--- src/rtl/mem_port_arbiter_pkg.sv ---
// Shared types and defaults for the fetch/data memory port arbiter and its wait timer.
// Holds state encodings, port-select codes and the saturating run-count helper.
package mem_port_arbiter_pkg;

    localparam int DEF_DATA_W         = 32;
    localparam int DEF_MAX_DATA_RUN   = 4;
    localparam int DEF_TIMEOUT_CYCLES = 255;
    localparam int TIMER_W            = 8;
    localparam int RUN_W              = 4;

    typedef enum logic [1:0] {
        IDLE   = 2'd0,
        BUSY_I = 2'd1,
        BUSY_D = 2'd2,
        RESP   = 2'd3
    } arbState_e;

    typedef enum logic {
        SEL_I = 1'b0,
        SEL_D = 1'b1
    } portSel_e;

    function automatic logic [RUN_W-1:0] satInc(input logic [RUN_W-1:0] value,
                                                input logic [RUN_W-1:0] limit);
        return (value >= limit) ? limit : value + 1'b1;
    endfunction

endpackage

--- src/rtl/mem_wait_timer.sv ---
// 8-bit wait counter with clear/enable; expire is high while count == TIMEOUT_CYCLES-1.
// Count updates one cycle after enable; no backpressure, the owner decides when to clear.
module mem_wait_timer
    import mem_port_arbiter_pkg::*;
#(
    parameter int TIMEOUT_CYCLES = DEF_TIMEOUT_CYCLES
) (
    input  logic               clk,
    input  logic               reset,
    input  logic               clear,
    input  logic               enable,
    output logic [TIMER_W-1:0] count,
    output logic               expire
);

    always_ff @(posedge clk or negedge reset) begin
        if (!reset) begin
            count <= '0;
        end else if (clear) begin
            count <= '0;
        end else if (enable) begin
            count <= count + 1'b1;
        end
    end

    assign expire = (count == TIMER_W'(TIMEOUT_CYCLES - 1));

endmodule

--- src/rtl/mem_port_arbiter.sv ---
// Data-priority arbiter sharing one memory between fetch and data ports; 3 edges request-to-IDLE minimum.
// Requesters hold req until their one-cycle ready; memory stalls via memAck, aborted after TIMEOUT_CYCLES.
module mem_port_arbiter
    import mem_port_arbiter_pkg::*;
#(
    parameter int DATA_W         = DEF_DATA_W,
    parameter int MAX_DATA_RUN   = DEF_MAX_DATA_RUN,
    parameter int TIMEOUT_CYCLES = DEF_TIMEOUT_CYCLES
) (
    input  logic              clk,
    input  logic              reset,
    input  logic              instructionReq,
    input  logic [DATA_W-1:0] instructionAddress,
    output logic [DATA_W-1:0] instructionBus,
    output logic              instructionReady,
    input  logic              dataReq,
    input  logic [DATA_W-1:0] dataAddress,
    input  logic              dataWE,
    input  logic [DATA_W-1:0] dataWrite,
    output logic [DATA_W-1:0] dataRead,
    output logic              dataReady,
    output logic              memReq,
    output logic [DATA_W-1:0] memAddress,
    output logic              memWE,
    output logic [DATA_W-1:0] memWriteData,
    input  logic [DATA_W-1:0] memReadData,
    input  logic              memAck,
    output logic              busError
);

    arbState_e         state, stateNxt;
    logic [RUN_W-1:0]  runCount, runNxt;
    logic              memReqNxt, memWENxt, iRdyNxt, dRdyNxt, errNxt;
    logic [DATA_W-1:0] memAddrNxt, memWDNxt, iBusNxt, dReadNxt;
    logic              timerClear, timerEn, timerExpire;
    logic [TIMER_W-1:0] waitCount;
    logic              dataWins;
    portSel_e          sel;

    mem_wait_timer #(
        .TIMEOUT_CYCLES(TIMEOUT_CYCLES)
    ) waitTimer (
        .clk    (clk),
        .reset  (reset),
        .clear  (timerClear),
        .enable (timerEn),
        .count  (waitCount),
        .expire (timerExpire)
    );

    // Fetch overrides data only once data has won MAX_DATA_RUN grants in a row against it.
    assign dataWins = dataReq && !(instructionReq && (runCount == RUN_W'(MAX_DATA_RUN)));
    assign sel      = (state == BUSY_D) ? SEL_D : SEL_I;

    always_comb begin
        stateNxt   = state;
        runNxt     = runCount;
        memReqNxt  = memReq;
        memAddrNxt = memAddress;
        memWENxt   = memWE;
        memWDNxt   = memWriteData;
        iBusNxt    = instructionBus;
        dReadNxt   = dataRead;
        iRdyNxt    = 1'b0;
        dRdyNxt    = 1'b0;
        errNxt     = busError;
        timerClear = 1'b0;
        timerEn    = 1'b0;
        case (state)
            IDLE: begin
                if (dataWins) begin
                    stateNxt   = BUSY_D;
                    memReqNxt  = 1'b1;
                    memAddrNxt = dataAddress;
                    memWENxt   = dataWE;
                    memWDNxt   = dataWrite;
                    timerClear = 1'b1;
                    runNxt     = instructionReq ? satInc(runCount, RUN_W'(MAX_DATA_RUN)) : '0;
                end else if (instructionReq) begin
                    stateNxt   = BUSY_I;
                    memReqNxt  = 1'b1;
                    memAddrNxt = instructionAddress;
                    memWENxt   = 1'b0;
                    memWDNxt   = '0;
                    timerClear = 1'b1;
                    runNxt     = '0;
                end
            end
            BUSY_I, BUSY_D: begin
                if (memAck || timerExpire) begin
                    stateNxt  = RESP;
                    memReqNxt = 1'b0;
                    if (!memAck) begin
                        errNxt = 1'b1;
                    end
                    if (sel == SEL_D) begin
                        dRdyNxt = 1'b1;
                        if (!memWE) begin
                            dReadNxt = memAck ? memReadData : '0;
                        end
                    end else begin
                        iRdyNxt = 1'b1;
                        iBusNxt = memAck ? memReadData : '0;
                    end
                end else begin
                    timerEn = 1'b1;
                end
            end
            RESP: begin
                stateNxt = IDLE;
            end
            default: begin
                stateNxt = IDLE;
            end
        endcase
    end

    always_ff @(posedge clk or negedge reset) begin
        if (!reset) begin
            state            <= IDLE;
            runCount         <= '0;
            memReq           <= 1'b0;
            memAddress       <= '0;
            memWE            <= 1'b0;
            memWriteData     <= '0;
            instructionBus   <= '0;
            dataRead         <= '0;
            instructionReady <= 1'b0;
            dataReady        <= 1'b0;
            busError         <= 1'b0;
        end else begin
            state            <= stateNxt;
            runCount         <= runNxt;
            memReq           <= memReqNxt;
            memAddress       <= memAddrNxt;
            memWE            <= memWENxt;
            memWriteData     <= memWDNxt;
            instructionBus   <= iBusNxt;
            dataRead         <= dReadNxt;
            instructionReady <= iRdyNxt;
            dataReady        <= dRdyNxt;
            busError         <= errNxt;
        end
    end

endmodule

--- config.mk ---
export PLATFORM = sky130hd
export DESIGN_NAME = mem_port_arbiter
export DESIGN_NICKNAME = d
export VERILOG_FILES = /design/src/rtl/mem_port_arbiter_pkg.sv /design/src/rtl/mem_wait_timer.sv /design/src/rtl/mem_port_arbiter.sv
export SDC_FILE = /design/constraint.sdc
export NUM_CORES = 1
export LEC_CHECK = 0
export ABC_CLOCK_PERIOD_IN_PS = 3500
export BUFFER_PORTS_ARGS = -buffer_cell sky130_fd_sc_hd__buf_2
export CAP_MARGIN = 5
export CORE_AREA = 3 3 137 139
export DETAILED_ROUTE_END_ITERATION = 10
export DIE_AREA = 0 0 140 142
export GPL_TIMING_DRIVEN = 0
export HOLD_SLACK_MARGIN = 0.03
export PLACE_DENSITY = 0.63
export SYNTH_ARGS = -nofsm -noshare
export SYNTH_HDL_FRONTEND = slang
export SYNTH_SLANG_ARGS = --single-unit
--- constraint.sdc ---
create_clock -name clk -period 3.5 [get_ports clk]
set_input_delay 0.35 -clock clk [delete_from_list [all_inputs] [get_ports clk]]
set_output_delay 0.35 -clock clk [all_outputs]
set_load 0.01 [all_outputs]
==> results of run 1 <==
==> cell type report <==
type                       count  area, sq um
fill                        1700         9400
sequential                   147         3680
multi-input combinational    332         2150
timing repair buffer         268         1380
clock buffer                  19          433
tap                          229          287
buffer                        43          250
clock inverter                12          183
inverter                       6         22.5
==> logic make-up (layout without fill, tap and decap cells) <==
family	Yosys count	in the layout	share of synthesized area (%)
adders and majority gates	6	6	1.23
buffers and inverters	49	348	4.47
AOI/OAI and AO/OA	152	152	18.3
xor gates and xnor gates	3	3	0.431
muxes	32	32	5.25
DFF	147	147	60.3
and+or+nand+nor	139	139	10.0
==> flip-flops by register name, summed over array words and instances (netlist names) <==
signal / flops
busError: 1
memWE: 1
memReq: 1
runCount: 4
state: 2
instructionBus: 32
instructionReady: 1
memWriteData: 32
dataReady: 1
waitTimer.count: 8
memAddress: 32
dataRead: 32
==> final timing paths <==
path	startpoint	end	slack (ns)	cells after the start
max	state[0]	dataRead[23]	1.51	6
min	dataWrite[30]	memWriteData[30]	0.17	3
max reg2reg	state[0]	dataRead[23]	1.51	6
min reg2reg	busError	busError	0.47	1
max in group asynchronous	reset	memAddress[7]	2.15	3
min in group asynchronous	reset	dataRead[30]	0.51	2
==> metrics by stage <==
| stage | hold slack [ns] | cell area, sq um |
|---|---|---|
| global route | 0.165 | 8380 |
| detailed placement | 0.397 | 7750 |
| CTS | 0.147 | 8380 |
| global placement | 0.451 | 7720 |
| floorplan | 0.0544 | 6100 |
| finish | 0.167 | 8380 |
==> cells in the final DEF (no fill, tap or decap), types with 6 or more instances in the layout <==
| cell | Yosys | final |
|---|---|---|
| nand3_1 | 6 | 6 |
| buf_6 | 9 | 10 |
| nand2_1 | 105 | 105 |
| clkbuf_1 | 25 | 27 |
| ha_1 | 6 | 6 |
| clkbuf_16 | 0 | 17 |
| inv_1 | 6 | 6 |
| o21ai_1 | 6 | 6 |
| buf_2 | 8 | 273 |
| mux2i_1 | 32 | 32 |
| dfrtp_1 | 147 | 147 |
| a32o_1 | 64 | 64 |
| o21ai_0 | 68 | 68 |
==> power by group <==
part,leakage [nW],switching [mW],internal [mW]
logic,2.12,1.76,1.30
registers,1.87,0.402,2.44
clock network,0.290,0.711,1.19
==> worst register-to-register path, delay by kind of cell, from the launching register on <==
kind / cells / cell delay, ns
flops: 1 / 0.35
fa+ha+maj: 1 / 0.38
simple gates: 2 / 0.39
buf+inv: 2 / 0.55
compound gates: 1 / 0.25
==> synth_stat cells, types with 2 or more instances <==
| cell | instances |
|---|---|
| dfrtp_1 | 147 |
| o21ai_0 | 68 |
| o21ai_1 | 6 |
| and2_1 | 2 |
| mux2i_1 | 32 |
| nor2b_1 | 5 |
| a21oi_1 | 5 |
| nor2_1 | 5 |
| nand2_1 | 105 |
| or3_1 | 3 |
| buf_6 | 9 |
| a32o_1 | 64 |
| inv_1 | 6 |
| buf_2 | 8 |
| nand3_1 | 6 |
| ha_1 | 6 |
| clkbuf_1 | 25 |
| nand2_2 | 2 |
| xor2_1 | 2 |
==> timing repair <==
item,CTS,global route
setup buffers,0,0
hold buffers,1,0
hold endpoints to repair,65,0
==> per-layer routing <==
| metal | global-route usage, % | vias up |
|---|---|---|
| met3 | 6.52 | 25 |
| li1 | - | 2482 |
| met2 | 29.8 | 223 |
| met4 | 4.54 | 6 |
| met1 | 22.1 | 2508 |
| met5 | 0 | - |
==> impl_metrics.csv, run 1 <==
group,metric,value,unit
timing,worst_slew_pin_slew,0.702,ns
route,vias,5244,
critical_path,required,3.85,ns
final_layout,diodes,0,
synthesis,async_flop_share,100,%
floorplanning,rows,49,
timing,worst_slew_margin_rel,52.9,%
timing,final-max-slew-violation-count,0,
floorplanning,dieArea,0.0199,sq mm
route,wirelength,17.9,mm
timing,fin_setup_tns,0,ns
grt,grt_overflow,0,
critical_path,endpoint_kind,"register",
critical_path,worst-path-buf-inv,2,
route,vias_per_cell,4.97,
final_layout,final_util,47.1,%
floorplanning,io_pins,267,
power_and_ir_drop,powerDensity,933,mW/mm^2
synthesis,yosys_warnings,0,
clock_tree,cts_resized,0,
floorplanning,core,0.0178,sq mm
route,dr.pass1.iters,4,
synthesis,synthCells,528,
critical_path,slowest_stage,"clkbuf_1",
placed_design,post-place-ws,1.53,ns
grt,grt_pass1_vias,5318,
placed_design,post-dp-hpwl,13.4,mm
synthesis,synth_top_area_cell,"dfrtp_1",
final_layout,area_delta_synth_final,37.3,%
grt,antenna_found_initial,3,
clock_tree,cts_buffer_depth,2,
power_and_ir_drop,leakage,4.29,nW
final_layout,finalNonFillerCells,1056,
route,m1WireLength,7.50,mm
critical_path,crit_chain,"inv_1, ha_1, nand2_1, nor2_2, clkbuf_1, a32o_1",
grt,grt_pass1_wl,28.2,mm
synthesis,synth_edf_count,0,
timing,fmaxAchievable,503,MHz
synthesis,synth.top_cell.area_share,60.3,%
final_layout,drive_above_1_share,38.9,%
synthesis,synthFlopType,"dfrtp_1",
clock_tree,cts_tree,"built",
timing,setup-violations-final,0,
placed_design,dp_cells,1024,
route,wire_per_inst,16.9,um
synthesis,ys_types,41,
synthesis,synth_nets,668,
clock_tree,clock-sinks,147,
clock_tree,cts_made_buffers,17,
final_layout,layout.nets,955,
clock_tree,path_clk_slew,0.06,ns
run,cap_violations,0,
clock_tree,clk_latency,0.42,ns
synthesis,syn_area_per_cell,11.6,sq um
route,drtIter0Drc,196,
timing,clock-skew-final,0.00729,ns
power_and_ir_drop,peakVddDrop,0.394,mV
timing,fin_ws,1.51,ns
timing,finalCriticalPeriod,1.99,ns
critical_path,cp_top_family,"buffers and inverters",
worst_hold_path,min_path_type,"in2reg",
synthesis,synth_seq_cells,147,
placed_design,io_buffer_count,266,
route,top_layer_used,"met5",
clock_tree,h-tree-depth,4,
power_and_ir_drop,total_power,7.82,mW
clock_tree,cts-root-buf,"clkbuf_16",
floorplanning,dieHeight,142,um
route,antenna_left,0,
grt,grt_max_degree,83,
critical_path,arrival,2.33,ns
critical_path,cp_max_fo,10,
synthesis,netlist_area,0.00610,sq mm
floorplanning,start_util,34.3,%
route,met2_length,8.55,mm
synthesis,synth_area_leaders,"dfrtp_1, a32o_1, nand2_1",
synthesis,yosysSeqAreaShare,60.3,%
critical_path,critPathMaxStageDelay,0.49,ns
critical_path,critPathKind,"reg2reg",
critical_path,start_kind,"register",
placed_design,gp_congestion,0.820,
route,met3WireLength,1.55,mm
timing,final-hold-violation-count,0,
timing,finalCritPeriodShare,56.8,%
timing,rsz0062_at_grt,"false",
floorplanning,die_w,140,um
route,drcViolationCount,0,
run_status,status,"finished, final reports clean",
grt,track_usage,17.8,%
Power figures use the tool's default switching activity.
==> run 2, diff against run 1 <==
--- a/config.mk
+++ b/config.mk
@@ -5,7 +5,7 @@
 export SDC_FILE = /design/constraint.sdc
 export NUM_CORES = 1
 export LEC_CHECK = 0
-export ABC_CLOCK_PERIOD_IN_PS = 3500
+export ABC_CLOCK_PERIOD_IN_PS = 1600
 export BUFFER_PORTS_ARGS = -buffer_cell sky130_fd_sc_hd__buf_2
 export CAP_MARGIN = 5
 export CORE_AREA = 3 3 137 139
@@ -13,7 +13,7 @@
 export DIE_AREA = 0 0 140 142
 export GPL_TIMING_DRIVEN = 0
 export HOLD_SLACK_MARGIN = 0.03
-export PLACE_DENSITY = 0.63
+export PLACE_DENSITY = 0.65
 export SYNTH_ARGS = -nofsm -noshare
 export SYNTH_HDL_FRONTEND = slang
 export SYNTH_SLANG_ARGS = --single-unit
==> constraint.sdc (replaced) <==
create_clock -name clk -period 1.6 [get_ports clk]
set_input_delay 0.16 -clock clk [delete_from_list [all_inputs] [get_ports clk]]
set_output_delay 0.16 -clock clk [all_outputs]
set_load 0.01 [all_outputs]
==> run 2 against run 1 <==
  * Flip-flop and latch count unchanged
  * Clock skew grew 0.00080 ns
  * Global-route usage increased by 1.9 points
  * Final area increased by 16%
  * Worst hold slack lost 0.14 ns
  * Clock power up 120%
  * Largest cell class unchanged
  * Wire length up 12%
  * Utilization is 7.6 points higher
  * Die area unchanged
  * The flow now finishes with violations (negative setup slack)
  * Count of clock-buffer cells in the layout did not move
==> impl_metrics.csv, run 2 (same netlist as run 1, synthesis figures left out) <==
group,metric,value,unit
run_status,status,"finished with violations",
run_status,violations,"negative setup slack",
final_layout,diodes,0,
floorplanning,start_util,34.3,%
critical_path,endpoint_kind,"register",
placed_design,post-dp-hpwl,13.4,mm
clock_tree,clk_latency,0.41,ns
timing,setup-violations-final,16,
critical_path,required,1.89,ns
final_layout,final_util,54.8,%
placed_design,io_buffer_count,266,
grt,grt_util_met1,24.0,%
critical_path,cp_max_fo,6,
worst_hold_path,min_path_type,"in2reg",
timing,worst_slew_margin_rel,53.1,%
final_layout,layout.nets,1068,
route,antenna_left,0,
grt,grt_overflow,0,
route,dr.pass1.iters,4,
clock_tree,clock-sinks,147,
final_layout,area_delta_synth_final,59.5,%
timing,final-hold-violation-count,0,
run,cap_violations,0,
clock_tree,path_clk_slew,0.06,ns
floorplanning,dieArea,0.0199,sq mm
route,vias_per_cell,4.98,
final_layout,layout_commonest_cell,"buf_2",
clock_tree,cts_tree,"built",
critical_path,endpoint,"dataRead[30]",
grt,antenna_found_initial,0,
critical_path,startpoint,"waitTimer.count[0]",
placed_design,gp_congestion,0.836,
placed_design,dp_cells,1024,
final_layout,drive_above_1_share,41.9,%
route,vias,5832,
critical_path,critPathKind,"reg2reg",
worst_hold_path,hold_depth,3,
power_and_ir_drop,peakVddDrop,0.912,mV
route,wire_per_inst,17.1,um
floorplanning,rows,49,
critical_path,reg2reg_from,"waitTimer.count[0]",
clock_tree,h-tree-depth,4,
power_and_ir_drop,powerDensity,1880,mW/mm^2
critical_path,ff2ff_path_depth,7,
final_layout,finalNonFillerCells,1170,
floorplanning,die_w,140,um
clock_tree,cts-root-buf,"clkbuf_16",
timing,final-max-slew-violation-count,0,
timing,worst_slew_pin_slew,0.703,ns
grt,grt_util_met2,34.3,%
power_and_ir_drop,leakage,4.87,nW
floorplanning,io_pins,267,
route,wirelength,20.0,mm
clock_tree,cts_buffer_depth,2,
floorplanning,core,0.0178,sq mm
timing,fmaxAchievable,619,MHz
timing,hold_ws,0.0275,ns
critical_path,r2r_setup_slack,-0.02,ns
critical_path,arrival,1.91,ns
clock_tree,cts_made_buffers,17,
final_layout,mostFrequentLayoutCells,"buf_2, dfrtp_1, nand2_1",
grt,grt_max_degree,75,
timing,clock-skew-final,0.00809,ns
timing,finalCritPeriodShare,101,%
critical_path,start_kind,"register",
route,drtIter0Drc,206,
timing,rsz0062_at_grt,"true",
critical_path,r2r-end,"dataRead[30]",
grt,grt_pass1_vias,5946,
grt,grtUsageMet3,5.71,%
grt,grt_pass1_wl,31.2,mm
floorplanning,dieHeight,142,um
power_and_ir_drop,total_power,18.3,mW
grt,busiest_layer,"met2",
grt,track_usage,19.7,%
final_layout,fillers,1545,
timing,finalCriticalPeriod,1.62,ns
timing,fin_ws,-0.0159,ns
route,drcViolationCount,0,
run 2: cell count changes in the layout (fill, tap and decap cells not counted), moves of 4 or more:
cell           change
buf_4             +29
dlygate4sd3_1     +88
inv_2              +5
o21ai_0           -24
mux2i_2            +6
clkbuf_1          -19
clkbuf_2          +14
mux2i_1            -7
inv_1              -5
buf_12             +4
buf_2              -7
o21ai_1           +22
run 2: repair_timing:
action | in CTS | in global routing
buffers inserted | 13 | 12
resized for setup | 55 | 54
pin swaps | 5 | 14
setup endpoints to repair | 142 | 116
endpoints found under the hold margin | 177 | 1
cloned | 0 | 1
hold buffers | 88 | 1
run 2: how the worst min path moves through the flow:
stage | startpoint | to
2_1_floorplan | reset | busError
3_3_place_gp | dataWrite[9] | memWriteData[9]
3_5_place_dp | reset | dataRead[31]
4_1_cts | dataAddress[16] | memAddress[16]
5_1_grt | dataAddress[10] | memAddress[10]
6_report | dataAddress[31] | memAddress[31]
run 2: worst max-delay path: stages, from the launching register on:
cell and delay (ns):
dfrtp_1 0.40, inv_2 0.09, ha_4 0.16, nand3_4 0.08, o21bai_4 0.26, nand2_4 0.14
clkbuf_16 0.18, a32o_1 0.20
run 2: routing by layer:
metal | vias to the layer above | part of all wire, %
met5 | - | 0
met4 | 0 | 1.3
met3 | 22 | 7.7
met2 | 255 | 50
met1 | 2834 | 41
li1 | 2721 | -
run 2: report_power, final:
| group | switching (mW) | total, mW | internal (mW) |
|---|---|---|---|
| logic | 4.23 | 7.97 | 3.74 |
| clock network | 1.63 | 4.15 | 2.52 |
| registers | 0.875 | 6.22 | 5.34 |
run 2: cell type report:
cell class	count	area, sq um	area share [%]
Inverter	6	22.5	0.231
Sequential cell	147	3680	37.8
Tap cell	229	287	2.94
Multi-Input combinational cell	332	2310	23.7
Clock inverter	13	170	1.75
Buffer	42	347	3.56
Timing Repair Buffer	382	2480	25.4
Clock buffer	19	443	4.55
run 2: per-stage QoR:
stage,cell area [sq um],worst slack (ns),TNS [ns]
global route,9740,-0.0987,-5.44
CTS,9500,-0.00171,-0.00171
finish,9740,-0.0159,-0.107
detailed placement,7750,-0.417,-42.88
floorplan,6100,0.0331,0
global placement,7720,-1.85,-308.93
==> run 3, diff against run 2 <==
--- a/config.mk
+++ b/config.mk
@@ -8,12 +8,13 @@
 export ABC_CLOCK_PERIOD_IN_PS = 1600
 export BUFFER_PORTS_ARGS = -buffer_cell sky130_fd_sc_hd__buf_2
 export CAP_MARGIN = 5
-export CORE_AREA = 3 3 137 139
+export CORE_AREA = 2 2 136 138
 export DETAILED_ROUTE_END_ITERATION = 10
-export DIE_AREA = 0 0 140 142
+export DIE_AREA = 0 0 138 140
 export GPL_TIMING_DRIVEN = 0
 export HOLD_SLACK_MARGIN = 0.03
 export PLACE_DENSITY = 0.65
+export SKIP_LAST_GASP = 1
 export SYNTH_ARGS = -nofsm -noshare
 export SYNTH_HDL_FRONTEND = slang
 export SYNTH_SLANG_ARGS = --single-unit
==> run 3 against run 2 <==
  * The run still ends with negative setup slack left
  * Via count is 0.60% higher
  * Clock skew is 0.0019 ns higher
  * Critical path depth is 1 higher
  * Maximum frequency is 1.1% lower
  * Die area is 2.8% lower
  * Count of clock-buffer cells in the layout is 1 lower
  * Combinational power is 3.8% higher
  * Total power is 0.15% lower
  * Critical path type unchanged
  * Largest power group unchanged
  * Highest routed layer unchanged
==> impl_metrics.csv, run 3 (same netlist as run 1, synthesis figures left out) <==
group,metric,value,unit
clock_tree,path_clk_slew,0.06,ns
floorplanning,rows,49,
timing,fin_setup_tns,-0.0904,ns
grt,grt_overflow,0,
placed_design,post-dp-hpwl,13.3,mm
power_and_ir_drop,powerDensity,1860,mW/mm^2
clock_tree,clk_latency,0.42,ns
grt,grt_pass1_wl,31.3,mm
final_layout,fin_area,0.00987,sq mm
timing,finalCriticalPeriod,1.63,ns
grt,grt_max_degree,78,
timing,fmaxAchievable,612,MHz
final_layout,layout_commonest_cell,"buf_2",
placed_design,gp_congestion,0.951,
placed_design,placed_cell_area,0.00775,sq mm
critical_path,path_common_cell,"buf_12",
grt,antenna_found_initial,4,
route,wirelength,20.0,mm
power_and_ir_drop,internal-power,11.4,mW
critical_path,reg2reg_from,"runCount[0]",
critical_path,critPathKind,"reg2reg",
clock_tree,cts_made_buffers,17,
route,vias,5867,
power_and_ir_drop,total_power,18.3,mW
floorplanning,core,0.0178,sq mm
final_layout,drive_above_1_share,42.6,%
critical_path,cp_top_family,"flip-flops",
timing,worst_slew_pin_slew,0.669,ns
critical_path,critPathMaxStageDelay,0.39,ns
run_status,violations,"negative setup slack",
timing,fin_ws,-0.0339,ns
worst_hold_path,min_path_type,"in2reg",
critical_path,cp_max_fo,7,
route,drcViolationCount,0,
timing,finalCritPeriodShare,102,%
critical_path,endpoint_kind,"register",
worst_hold_path,hold_path_startpoint,"instructionAddress[9]",
route,drtIter0Drc,306,
critical_path,slowest_stage,"dfrtp_1",
clock_tree,cts_tree,"built",
critical_path,required,1.90,ns
floorplanning,io_pins,267,
floorplanning,start_util,34.3,%
critical_path,startpoint,"runCount[0]",
grt,track_usage,20.1,%
route,vias_per_cell,4.96,
critical_path,worst-path-buf-inv,3,
timing,final-max-slew-violation-count,0,
power_and_ir_drop,peakVddDrop,0.970,mV
power_and_ir_drop,swShare,38.0,%
critical_path,arrival,1.94,ns
timing,hold_ws,0.0267,ns
final_layout,layout.nets,1076,
power_and_ir_drop,pwr-share-seq,34.0,%
floorplanning,dieArea,0.0193,sq mm
floorplanning,dieHeight,140,um
route,dr.pass1.iters,5,
clock_tree,h-tree-depth,4,
run_status,status,"finished with violations",
floorplanning,die_w,138,um
grt,grt_pass1_vias,5998,
placed_design,io_buffer_count,266,
final_layout,mostFrequentLayoutCells,"buf_2, dfrtp_1, nand2_1",
timing,worst_slew_margin_rel,55.4,%
timing,final-hold-violation-count,0,
final_layout,area_delta_synth_final,61.7,%
power_and_ir_drop,p_clk_share,20.9,%
clock_tree,clock-sinks,147,
clock_tree,cts-root-buf,"clkbuf_16",
run,cap_violations,0,
power_and_ir_drop,leakage,4.91,nW
timing,clock-skew-final,0.00994,ns
timing,setup-violations-final,9,
critical_path,start_kind,"register",
power_and_ir_drop,combPwrFrac,45.2,%
critical_path,crit_chain,"inv_2, ha_4, nand4b_1, nand2_2, buf_12, buf_12, mux2i_4, o21ai_1",
clock_tree,cts_buffer_depth,2,
power_and_ir_drop,power.switching,6.95,mW
route,wire_per_inst,16.9,um
timing,rsz0062_at_grt,"true",
route,antenna_left,0,
[run 3: changes by cell type in the layout (fill, tap and decap cells not counted), moves of 3 or more]
cell / change
buf_4: -3
bufinv_16: -3
clkbuf_16: +3
diode_2: +4
dlygate4sd3_1: +3
inv_8: +3
mux2i_1: -3
o21ai_0: -10
o21ai_1: +10
[run 3: area by class of cell]
type,instances,area [sq um]
antenna,4,10.0
buffer,42,350
clock buffer,18,429
clock inverter,14,136
fill,1549,7910
inverter,6,22.5
multi-input combinational,332,2350
sequential,147,3680
tap,229,287
timing repair buffer,390,2610
[run 3: tightest hold or removal path, cell delays in order]
cell	delay [ns]
buf_2	0.08
mux2i_1	0.06
o21ai_1	0.11
[run 3: metal layers]
layer	vias to the layer above	share of wire (%)	global-route usage, %
met2	265	49	33.0
met1	2833	42	25.1
li1	2740	-	-
met4	0	2.2	8.86
met5	-	0	0
met3	29	7.0	5.40
[run 3: path summary, 6_finish.rpt]
path	to	cells past startpoint	slack (ns)
worst min register to register	busError	1	0.47
max in group asynchronous	memWriteData[2]	3	0.42
min in group asynchronous	dataRead[30]	2	0.32
worst max register to register	memAddress[18]	8	-0.03
worst max-delay path	memAddress[18]	8	-0.03
worst min-delay path	memAddress[9]	3	0.03
[run 3: timing repair]
action	4_1_cts	5_1_grt
endpoints found under the hold margin	176	3
buffers inserted	17	10
pin swaps	5	15
hold buffers	88	4
cloned	0	4
resized for setup	48	77
endpoints found under the setup margin	142	138
[run 3: power by group through the flow]
| stage | Sequential, mW | Combinational [mW] | Clock, mW |
|---|---|---|---|
| 2_1_floorplan | 6.91 | 3.23 | 0 |
| 3_3_place_gp | 6.20 | 6.68 | 0 |
| 3_5_place_dp | 6.23 | 6.81 | 0 |
| 4_1_cts | 6.18 | 7.55 | 3.90 |
| 5_1_grt | 6.42 | 9.00 | 4.07 |
| 6_report | 6.22 | 8.27 | 3.82 |
[run 3: per-stage QoR]
stage	cells	setup slack, ns	utilization, %
floorplan	528	0.0331	-
global placement	1023	-1.88	43.4
detailed placement	1024	-0.378	43.6
CTS	1161	0.000121	53.3
global route	1182	-0.107	55.5
finish	1182	-0.0339	55.5
